==> config.mk <==
export PLATFORM = sky130hd
export DESIGN_NAME = ics_tap
export DESIGN_NICKNAME = d
export VERILOG_FILES = /design/src/rtl/ics_pkg.sv /design/src/rtl/ics_tap_fsm.sv /design/src/rtl/ics_tap.sv
export SDC_FILE = /design/constraint.sdc
export NUM_CORES = 1
export LEC_CHECK = 0
export BUFFER_PORTS_ARGS = -buffer_cell sky130_fd_sc_hd__buf_2
export CAP_MARGIN = 20
export CORE_AREA = 8 8 84 86
export CTS_CLUSTER_SIZE = 14
export DETAILED_ROUTE_END_ITERATION = 7
export DIE_AREA = 0 0 92 94
export GPL_TIMING_DRIVEN = 0
export PLACE_DENSITY = 0.63
export SKIP_CTS_REPAIR_TIMING = 1
export SLEW_MARGIN = 20
export SYNTH_ARGS = -nofsm -noshare
export SYNTH_HDL_FRONTEND = slang
export SYNTH_SLANG_ARGS = --single-unit
==> constraint.sdc <==
create_clock -name TCK -period 2.2 [get_ports TCK]
set_input_delay 0.66 -clock TCK [delete_from_list [all_inputs] [get_ports TCK]]
set_output_delay 0.66 -clock TCK [all_outputs]
set_load 0.02 [all_outputs]
==> src/rtl/ics_pkg.sv <==
// Shared types and constants for the ics_tap JTAG TAP controller.
package ics_pkg;

  localparam int IR_W_DEF = 4;
  localparam int DR_W_DEF = 8;
  localparam int ID_W     = 32;

  typedef enum logic [3:0] {
    ST_TLR      = 4'hF,
    ST_RTI      = 4'hC,
    ST_SEL_DR   = 4'h7,
    ST_CAP_DR   = 4'h6,
    ST_SHIFT_DR = 4'h2,
    ST_EXIT1_DR = 4'h1,
    ST_PAUSE_DR = 4'h3,
    ST_EXIT2_DR = 4'h0,
    ST_UPD_DR   = 4'h5,
    ST_SEL_IR   = 4'h4,
    ST_CAP_IR   = 4'hE,
    ST_SHIFT_IR = 4'hA,
    ST_EXIT1_IR = 4'h9,
    ST_PAUSE_IR = 4'hB,
    ST_EXIT2_IR = 4'h8,
    ST_UPD_IR   = 4'hD
  } tap_state_e;

  localparam logic [3:0] INS_IDCODE = 4'b0001;
  localparam logic [3:0] INS_USER   = 4'b0010;
  localparam logic [3:0] INS_BYPASS = 4'b1111;

  typedef enum logic [1:0] {
    SEL_BYPASS = 2'd0,
    SEL_IDCODE = 2'd1,
    SEL_USER   = 2'd2
  } dr_sel_e;

endpackage

==> src/rtl/ics_tap_fsm.sv <==
// TAP state register and TMS-driven next-state logic (16-state 1149.1 FSM).
module ics_tap_fsm
  import ics_pkg::*;
(
  input  logic       clk,
  input  logic       rst,
  input  logic       tms,
  output tap_state_e state_o
);

  tap_state_e state_q, state_d;

  always_ff @(posedge clk) begin
    if (rst) state_q <= ST_TLR;
    else     state_q <= state_d;
  end

  always_comb begin
    state_d = state_q;
    unique case (state_q)
      ST_TLR:      state_d = tms ? ST_TLR      : ST_RTI;
      ST_RTI:      state_d = tms ? ST_SEL_DR   : ST_RTI;
      ST_SEL_DR:   state_d = tms ? ST_SEL_IR   : ST_CAP_DR;
      ST_CAP_DR:   state_d = tms ? ST_EXIT1_DR : ST_SHIFT_DR;
      ST_SHIFT_DR: state_d = tms ? ST_EXIT1_DR : ST_SHIFT_DR;
      ST_EXIT1_DR: state_d = tms ? ST_UPD_DR   : ST_PAUSE_DR;
      ST_PAUSE_DR: state_d = tms ? ST_EXIT2_DR : ST_PAUSE_DR;
      ST_EXIT2_DR: state_d = tms ? ST_UPD_DR   : ST_SHIFT_DR;
      ST_UPD_DR:   state_d = tms ? ST_SEL_DR   : ST_RTI;
      ST_SEL_IR:   state_d = tms ? ST_TLR      : ST_CAP_IR;
      ST_CAP_IR:   state_d = tms ? ST_EXIT1_IR : ST_SHIFT_IR;
      ST_SHIFT_IR: state_d = tms ? ST_EXIT1_IR : ST_SHIFT_IR;
      ST_EXIT1_IR: state_d = tms ? ST_UPD_IR   : ST_PAUSE_IR;
      ST_PAUSE_IR: state_d = tms ? ST_EXIT2_IR : ST_PAUSE_IR;
      ST_EXIT2_IR: state_d = tms ? ST_UPD_IR   : ST_SHIFT_IR;
      ST_UPD_IR:   state_d = tms ? ST_SEL_DR   : ST_RTI;
      default:     state_d = ST_TLR;
    endcase
  end

  assign state_o = state_q;

endmodule

==> src/rtl/ics_tap.sv <==
// JTAG TAP top: IR, BYPASS/IDCODE/USER data registers and the TDO mux.
module ics_tap
  import ics_pkg::*;
#(
  parameter int          IR_W       = IR_W_DEF,
  parameter int          DR_W       = DR_W_DEF,
  parameter logic [31:0] IDCODE_VAL = 32'h1234_5001
) (
  input  logic            TCK,
  input  logic            TRST,
  input  logic            TMS,
  input  logic            TDI,
  output logic            TDO,
  output logic [3:0]      STATE,
  output logic [IR_W-1:0] IR,
  output logic [DR_W-1:0] DR
);

  localparam logic [IR_W-1:0] IR_IDCODE = IR_W'(INS_IDCODE);
  localparam logic [IR_W-1:0] IR_USER   = IR_W'(INS_USER);

  tap_state_e state;
  dr_sel_e    sel;

  logic [IR_W-1:0] ir_q, ir_d, ir_shift_q, ir_shift_d;
  logic [DR_W-1:0] dr_q, dr_d, dr_shift_q, dr_shift_d;
  logic [ID_W-1:0] id_shift_q, id_shift_d;
  logic            bypass_q, bypass_d;

  ics_tap_fsm u_fsm (
    .clk     (TCK),
    .rst     (TRST),
    .tms     (TMS),
    .state_o (state)
  );

  // Unlisted instruction codes fall back to BYPASS.
  always_comb begin
    if (ir_q == IR_IDCODE)    sel = SEL_IDCODE;
    else if (ir_q == IR_USER) sel = SEL_USER;
    else                      sel = SEL_BYPASS;
  end

  always_comb begin
    ir_d       = ir_q;
    ir_shift_d = ir_shift_q;
    dr_d       = dr_q;
    dr_shift_d = dr_shift_q;
    id_shift_d = id_shift_q;
    bypass_d   = bypass_q;
    unique case (state)
      ST_TLR:      ir_d       = IR_IDCODE;
      ST_CAP_IR:   ir_shift_d = IR_IDCODE;
      ST_SHIFT_IR: ir_shift_d = {TDI, ir_shift_q[IR_W-1:1]};
      ST_UPD_IR:   ir_d       = ir_shift_q;
      ST_CAP_DR: begin
        unique case (sel)
          SEL_IDCODE: id_shift_d = IDCODE_VAL;
          SEL_USER:   dr_shift_d = dr_q;
          default:    bypass_d   = 1'b0;
        endcase
      end
      ST_SHIFT_DR: begin
        unique case (sel)
          SEL_IDCODE: id_shift_d = {TDI, id_shift_q[ID_W-1:1]};
          SEL_USER:   dr_shift_d = {TDI, dr_shift_q[DR_W-1:1]};
          default:    bypass_d   = TDI;
        endcase
      end
      ST_UPD_DR:   if (sel == SEL_USER) dr_d = dr_shift_q;
      default: ;
    endcase
  end

  always_ff @(posedge TCK) begin
    if (TRST) begin
      ir_q       <= IR_IDCODE;
      ir_shift_q <= '0;
      dr_q       <= '0;
      dr_shift_q <= '0;
      id_shift_q <= '0;
      bypass_q   <= 1'b0;
    end else begin
      ir_q       <= ir_d;
      ir_shift_q <= ir_shift_d;
      dr_q       <= dr_d;
      dr_shift_q <= dr_shift_d;
      id_shift_q <= id_shift_d;
      bypass_q   <= bypass_d;
    end
  end

  always_comb begin
    TDO = 1'b0;
    if (state == ST_SHIFT_IR) begin
      TDO = ir_shift_q[0];
    end else if (state == ST_SHIFT_DR) begin
      unique case (sel)
        SEL_IDCODE: TDO = id_shift_q[0];
        SEL_USER:   TDO = dr_shift_q[0];
        default:    TDO = bypass_q;
      endcase
    end
  end

  assign STATE = state;
  assign IR    = ir_q;
  assign DR    = dr_q;

endmodule

==> impl_metrics.py <==
metrics = {
    "run_status": {
        "outcome": "complete, but fails checks",
        "violations": "negative setup slack",
    },
    "clock_tree": {
        "clock_latency_ps": 350,
        "cts_root_buffer": "clkbuf_8",
        "cts.sinks": 61,
        "clock_path_buffers": 2,
        "numCtsBuffers": 9,
        "cts-htree-levels": 3,
        "cts_tree": "done",
        "cts.clk_slew.worst_paths_ps": 70,
    },
    "synthesis": {
        "synth_cells": 314,
        "yosysUniqueCellTypes": 45,
        "yosys.area.top_type_share": 0.437,
        "avgSynthCellArea_sq_um": 8.90,
        "ys_seq_elements": 61,
        "yosys.area.top_type": "dfxtp_1",
        "synth_flop_cell": "dfxtp_1",
        "yosysMostFrequentCell": "dfxtp_1",
        "syn-num-nets": 318,
        "yosysWarnings": 0,
        "synth_edf_count": 0,
        "synth_seq_area_share": 0.437,
        "synth_area_sq_mm": 0.00280,
        "synthTopCellsByArea": "dfxtp_1 (44%), a21oi_1 (10%), nand4b_1 (7.2%)",
        "async_flop_share": 0,
        "synthTopCellsByCount": "dfxtp_1 (61), a21oi_1 (56), nand4b_1 (23)",
    },
    "finish": {
        "multi_input_area_sq_mm": 0.00143,
        "regArea_sq_mm": 0.00123,
        "drive_above_1_share": 0.217,
        "fillCellCount": 528,
        "syn2layout_area_growth_pct": 19.2,
        "n_antenna_cell": 0,
        "design.final.nets": 355,
        "fin_area_sq_mm": 0.00333,
        "utilization": 0.580,
        "final-instance-count-excl-fill": 430,
    },
    "place": {
        "dp_hpwl_um": 4790,
        "io_buffers": 19,
        "pre_cts_ws_ps": -283,
        "gp_congestion": 0.773,
        "dp.cells": 408,
        "place_area_sq_mm": 0.00298,
    },
    "setup_path": {
        "crit_fanout": 9,
        "critPathArrivalTime_ps": 1610,
        "crit_start": "IR[0]$_SDFFE_PP1P_",
        "startpoint_type": "register",
        "r2r_start": "u_fsm.state_o[1]$_SDFF_PP1_",
        "crit_type": "register to output pin",
        "crit_required_ps": 1540,
        "end_kind": "output pin",
    },
    "drt": {
        "drtIter0Drc": 83,
        "drt_drc_violations_left": 0,
        "routed_wirelength_um": 7310,
        "wl_per_cell_um": 17.0,
        "wl_met2_um": 3490,
        "top_layer": "met4",
        "drtAntennaViolNets": 0,
        "dr.pass1.iters": 4,
        "met3WireLength_um": 343,
        "routed_via_density": 5.92,
        "wl_met1_um": 3360,
        "vias": 2546,
    },
    "floorplanning": {
        "core_sq_mm": 0.00575,
        "dieWidth_um": 92,
        "rows": 28,
        "die_h_um": 94,
        "die-area_sq_mm": 0.00865,
        "start_util": 0.486,
        "pin_count": 21,
    },
    "global_route": {
        "grt_antenna_before_repair": 0,
        "grt_pass1_wl_um": 12100,
        "grt_pass1_vias": 2512,
        "gr-total-overflow": 0,
        "grt_max_degree": 11,
        "grtUsageTotal": 0.175,
    },
    "flow_run": {
        "drv_cap": 0,
    },
    "sta": {
        "final-max-slew-violation-count": 0,
        "fmax_ghz": 0.441,
        "timing.hold.ws_ps": 474,
        "skew_ps": 9.14,
        "slew_headroom": 0.421,
        "rsz0062_at_grt": "true",
        "final.min_clock_period_ps": 2270,
        "setup_violations": 1,
        "hold_viol_final": 0,
        "finalCritPeriodShare": 1.03,
        "worstMarginPinSlew_ps": 866,
        "fin_ws_ps": -69.7,
    },
    "power_and_ir_drop": {
        "p_per_area_mw_per_mm2": 752,
        "power_leakage_uw": 0.00114,
        "irDropWorstVdd_uv": 406,
    },
    "min_path": {
        "hold_class": "register to register",
        "holdCritStartpoint": "ir_shift_q[2]$_SDFFE_PP0N_",
    },
}
[power by group]
group / internal [uW] / total [uW] / leakage, uW / switching [uW]
Clock: 574 / 1020 / 0.000101 / 445
Combinational: 123 / 336 / 0.000547 / 213
Sequential: 1130 / 1150 / 0.000493 / 23.8
[logic make-up (layout without fill, tap and decap cells)]
| kind of cell | Yosys count | after routing | synth area share |
|---|---|---|---|
| muxes | 1 | 1 | 0.00358 |
| DFF | 61 | 61 | 0.437 |
| AOI/OAI and AO/OA | 115 | 115 | 0.232 |
| xor gates and xnor gates | 1 | 1 | 0.00313 |
| and+or+nand+nor | 98 | 98 | 0.261 |
| buffers and inverters | 38 | 79 | 0.0640 |
[final timing paths]
kind                                              endpoint  cells past startpoint  slack [ps]
worst max-delay path                                   TDO                      5         -70
worst min-delay path            ir_shift_q[2]$_SDFFE_PP0N_                      2         470
worst min register to register  ir_shift_q[2]$_SDFFE_PP0N_                      2         470
worst max register to register  dr_shift_q[5]$_SDFFE_PP0P_                      5         510
[routing by layer]
layer  track usage  vias to the layer above
li1              -                     1257
met3        0.0552                       13
met5             0                        -
met2         0.275                       59
met1         0.213                     1217
met4        0.0859                        0
[layout by cell type (no fill, tap or decap), types with 2 or more instances in the layout]
| cell type | n |
|---|---|
| nand2_1 | 11 |
| buf_1 | 3 |
| clkbuf_1 | 14 |
| o21ai_1 | 15 |
| nand2b_1 | 4 |
| o21ai_0 | 18 |
| buf_4 | 7 |
| a211o_1 | 2 |
| nor4_2 | 3 |
| dfxtp_2 | 2 |
| a211oi_1 | 7 |
| buf_6 | 8 |
| buf_2 | 26 |
| and3b_1 | 2 |
| dfxtp_4 | 2 |
| nor4_1 | 5 |
| nor4b_4 | 3 |
| dfxtp_1 | 57 |
| nor2b_1 | 2 |
| clkbuf_8 | 11 |
| nor2_1 | 4 |
| inv_1 | 2 |
| clkbuf_4 | 2 |
| a21oi_1 | 56 |
| nor3_1 | 11 |
| a21o_1 | 2 |
| clkinv_2 | 2 |
| a22oi_1 | 7 |
| nand3b_1 | 4 |
| nand4b_1 | 23 |
| nand3_1 | 15 |
[through the flow]
step                      total power [uW]  setup TNS (ps)
after floorplan                       1390               0
after global placement                1480            -268
after detailed placement              1480            -283
after CTS                             2490            -685
after global routing                  2610            -143
final                                 2510           -69.7
[area by class of cell]
cell class,count,area share
buffer,36,0.0642
clock buffer,11,0.0454
inverter,2,0.00225
clock inverter,4,0.0143
sequential,61,0.370
multi-input combinational,215,0.429
timing repair buffer,26,0.0473
tap,75,0.0282
[worst max-delay path, cell delays in order (launching register included)]
cell	delay, ps
dfxtp_2	330
buf_8	140
xnor2_4	150
o311ai_2	330
nand3_1	150
buf_6	160
[registers in the layout, indices dropped and copies added, names as in the netlist]
register,count
IR,4
ir_shift_q,4
bypass_q,1
id_shift_q,32
dr_shift_q,8
DR,8
u_fsm.state_o,4
(Power assumes the default switching activity.)
